$ cat src/rtl/mastermind_round_ctrl.sv
// Round sequencer for the Mastermind board: turns load-button presses into code/guess
// load strobes, runs the clear + 4-step compare sweep, scores each guess, tracks win/loss.
`timescale 1ns/1ps
module mastermind_round_ctrl #(
  parameter int MAX_GUESSES = 8,
  parameter int CNT_W       = 4
) (
  input  logic             clk,
  input  logic             resetn,
  input  logic             load,
  input  logic [2:0]       red_in,
  output logic             load_code_en,
  output logic             load_guess_en,
  output logic [1:0]       pos_sel,
  output logic             cmp_clear,
  output logic             cmp_en,
  output logic [1:0]       cmp_idx,
  output logic             score_valid,
  output logic [CNT_W-1:0] guess_count,
  output logic             game_won,
  output logic             game_lost
);

  typedef enum logic [2:0] {
    S_CODE, S_GUESS, S_CLEAR, S_CMP, S_SCORE, S_WON, S_LOST
  } state_t;

  localparam logic [CNT_W-1:0] MAX_CNT = CNT_W'(MAX_GUESSES);

  state_t     state;
  logic [1:0] pos;
  logic       load_q;
  logic       press;

  assign press = load & ~load_q;

  // pos doubles as the entry position and as the compare index during the sweep.
  always_ff @(posedge clk or negedge resetn) begin
    if (!resetn) begin
      state       <= S_CODE;
      pos         <= '0;
      // NOTE: load_q resets high so a button held across reset release is not seen as a press.
      load_q      <= 1'b1;
      guess_count <= '0;
    end else begin
      // NOTE: every register here uses <= so all updates see the same pre-edge values.
      load_q <= load;
      case (state)
        S_CODE: begin
          if (press) begin
            pos <= pos + 2'd1;
            if (pos == 2'd3) state <= S_GUESS;
          end
        end
        S_GUESS: begin
          if (press) begin
            pos <= pos + 2'd1;
            if (pos == 2'd3) state <= S_CLEAR;
          end
        end
        S_CLEAR: state <= S_CMP;
        S_CMP: begin
          pos <= pos + 2'd1;
          if (pos == 2'd3) state <= S_SCORE;
        end
        S_SCORE: begin
          if (guess_count != MAX_CNT) guess_count <= guess_count + CNT_W'(1);
          pos <= '0;
          // Win beats loss when the final guess is correct.
          if (red_in == 3'd4)                           state <= S_WON;
          else if (guess_count + CNT_W'(1) == MAX_CNT)  state <= S_LOST;
          else                                          state <= S_GUESS;
        end
        S_WON, S_LOST: begin
          if (press) begin
            state       <= S_CODE;
            pos         <= '0;
            guess_count <= '0;
          end
        end
        default: state <= S_CODE;
      endcase
    end
  end

  // Strobes decode straight from state so an async reset clears them at once.
  always_comb begin
    // NOTE: defaults first so no path through this block leaves an output unassigned (no latches).
    load_code_en  = 1'b0;
    load_guess_en = 1'b0;
    cmp_clear     = 1'b0;
    cmp_en        = 1'b0;
    cmp_idx       = 2'd0;
    score_valid   = 1'b0;
    game_won      = 1'b0;
    game_lost     = 1'b0;
    pos_sel       = pos;
    case (state)
      S_CODE:  load_code_en  = press;
      S_GUESS: load_guess_en = press;
      S_CLEAR: cmp_clear     = 1'b1;
      S_CMP: begin
        cmp_en  = 1'b1;
        cmp_idx = pos;
      end
      S_SCORE: score_valid   = 1'b1;
      S_WON:   game_won      = 1'b1;
      S_LOST:  game_lost     = 1'b1;
      default: ;
    endcase
  end

endmodule

$ cat config.mk
export PLATFORM = sky130hd
export DESIGN_NAME = mastermind_round_ctrl
export DESIGN_NICKNAME = d
export VERILOG_FILES = /design/src/rtl/mastermind_round_ctrl.sv
export SDC_FILE = /design/constraint.sdc
export NUM_CORES = 1
export LEC_CHECK = 0
export ABC_AREA = 1
export CAP_MARGIN = 20
export CORE_MARGIN = 4
export CORE_UTILIZATION = 40
export CTS_BUF_LIST = sky130_fd_sc_hd__clkbuf_2
export DETAILED_ROUTE_END_ITERATION = 7
export PLACE_DENSITY = 0.73
export SLEW_MARGIN = 20
export SYNTH_ARGS = -nofsm -noshare
export SYNTH_HDL_FRONTEND = slang
export SYNTH_SLANG_ARGS = --single-unit
$ cat constraint.sdc
create_clock -name clk -period 2.7 [get_ports clk]
set_input_delay 0.27 -clock clk [delete_from_list [all_inputs] [get_ports clk]]
set_output_delay 0.27 -clock clk [all_outputs]
set_load 0.05 [all_outputs]
==> impl_metrics.tcl <==
set metrics [dict create \
    drt_drc_violations_left 0 \
    drive_above_1_share_pct 14.3 \
    clk_pin_slew_ps 100 \
    grt_max_degree 11 \
    core_um2 1750 \
    start_kind "flip-flop" \
    critical_path_required_ps 2430 \
    fin_crit_sh_pct 85.2 \
    cts-root-buf "clkbuf_2" \
    yosys.area_share.simple_pct 38.8 \
    criticalPathCategory "flip-flop to output port" \
    cts.sinks 10 \
    dp_hpwl_um 1320 \
    initial_core_util_pct 42.9 \
    drt_first_iter_violations 13 \
    max_freq_mhz 435 \
    wl_per_cell_um 10.2 \
    placed_area_um2 980 \
    cellPowerDensity_nw_per_um2 1180 \
    die_y_um 51.3 \
    worst_slack_ps 401 \
    post_cts_resized 0 \
    fp-row-count 15 \
    dp.cells 154 \
    num_io_pins 21 \
    clockBufferDepth 2 \
    finalNetCount 144 \
    syn-num-nets 119 \
    grt.total_usage_pct 14.1 \
    portBuffers 20 \
    r2r-end "state[2]" \
    synth_top_cell_by_area "dfrtp_1" \
    holdBufCountCts 0 \
    fin_area_um2 998 \
    fin_cells 158 \
    rsz0062_at_grt "no" \
    n_fill_cell 179 \
    antenna_found_initial 0 \
    fin_crit_ps 2300 \
    drv_slew 0 \
    drv_cap 0 \
    post_cts_buffers 0 \
    synthXorXnorAreaFrac_pct 0 \
    syn_area_um2 748 \
    grt_overflow 0 \
    ant_nets 0 \
    netlist_instances 109 \
    tightest_slew_ps 508 \
    syn_avg_cell_area_um2 6.86 \
    synthTopCellsByArea "dfrtp_1 (30%), nand2_1 (16%), inv_1 (11%)" \
    hold_class "input port to asynchronous set/reset pin" \
    htreeDepth 1 \
    crit_arrival_ps 2030 \
    grt_pass1_wl_um 2820 \
    pre_cts_ws_ps 486 \
    clock_latency_ps 260 \
    path_max_fanout 7 \
    first_pass_iters 4 \
    syn2layout_area_growth_pct 33.4 \
    status "completed" \
    grt_pass1_vias 669 \
    synth_top_family_by_area "simple AND/OR/NAND/NOR gates" \
    setup-tns-final_ps 0 \
    crit_path_end_kind "output port" \
    cts_tree "built" \
    slew_headroom_pct 66.1 \
    layout_commonest_cell "nand2_1" \
    synth_compound_area_share_pct 9.36 \
    synth_mux_area_share_pct 0 \
    synth_seq_area_share_pct 33.6 \
    num_antenna_cells 0 \
    layout_common_cells "nand2_1 (31), inv_1 (21), clkdlybuf4s50_1 (20)" \
    ys_ff_latch 10 \
    synth_fa_ha_area_share_pct 6.69 \
    via_per_inst 4.41 \
    wirelength_um 1620 \
    r2r_setup_slack_ps 1280 \
    p_leak_nw 0.500 \
    synth.top_cell.area_share_pct 30.1 \
    die_area_um2 2630 \
    final_hold_viol_count 0 \
    worstReg2RegStart "guess_count[0]" \
    rr_worst_depth 9 \
    peakVddDrop_uv 627 \
    die_w_um 51.3 \
    via_count 697 \
    yosysUniqueCellTypes 20 \
    cts_buffers 3 \
    setup_viol 0 \
    finClkSkew_ps 5.41 \
    place_congestion 0.835 \
    ys_warn_count 0 \
]
==> cells by family after synthesis <==
group | Yosys count
compound gates | 8
fa+ha+maj | 4
buf+inv | 23
flops | 10
simple gates | 64
==> per-stage QoR <==
step | total power (W) | util [%] | hold WS [ps]
global placement | 0.00108 | 56.1 | 517
finish | 0.00117 | 57.2 | 316
floorplan | 0.000884 | - | -25.6
global route | 0.00128 | 57.2 | 338
CTS | 0.00119 | 57.2 | 320
detailed placement | 0.00110 | 56.1 | 525
==> cells in the mapped netlist (all sizes together) <==
library cell / instances
a21oi: 4
a31oi: 1
and3: 1
clkinv: 1
dfrtp: 9
dfstp: 1
ha: 4
inv: 22
nand2: 33
nand3: 6
nand4: 3
nor2: 19
nor3: 2
o21ai: 3
==> registers in the layout, summed over array words and instances (netlist names) <==
register     count
pos_sel          2
guess_count      4
load_q           1
state            3
==> area by class of cell <==
class | instances | area (um^2) | area share, %
well taps | 25 | 31.3 | 3.13
inverters | 23 | 86.3 | 8.65
multi-input cells | 76 | 410 | 41.1
clock buffers | 3 | 15.0 | 1.50
repair buffers | 20 | 200 | 20.1
flip-flops and latches | 10 | 251 | 25.2
clock inverters | 1 | 3.75 | 0.376
==> where the power goes <==
| part | switching, W | leakage [nW] | internal (W) |
|---|---|---|---|
| Combinational | 0.000539 | 0.361 | 0.000270 |
| Sequential | 0.0000764 | 0.125 | 0.000203 |
| Clock | 0.0000530 | 0.0140 | 0.0000322 |
==> how the worst max path moves through the flow <==
stage,start,endpoint,cells after the start
after floorplan,state[1],cmp_idx[0],4
after global placement,load,load_guess_en,6
after detailed placement,load,load_guess_en,6
after CTS,state[1],cmp_idx[0],5
after global routing,state[1],cmp_idx[0],5
final,state[1],cmp_idx[0],5
==> per-layer routing <==
layer	global-route usage [%]	vias up	wire length (um)
met3	4.96	2	80
met2	23.0	13	784
met5	0	-	0
li1	-	380	-
met4	3.93	0	5
met1	17.5	302	748
==> critical path, cell delays in order, from the launching register on <==
cell and delay, ps:
dfrtp_1 480, nand2_1 110, nor2_1 190, inv_1 80
nor2_1 90, clkdlybuf4s50_1 810
Note: power is estimated with default switching activity, not from simulation.
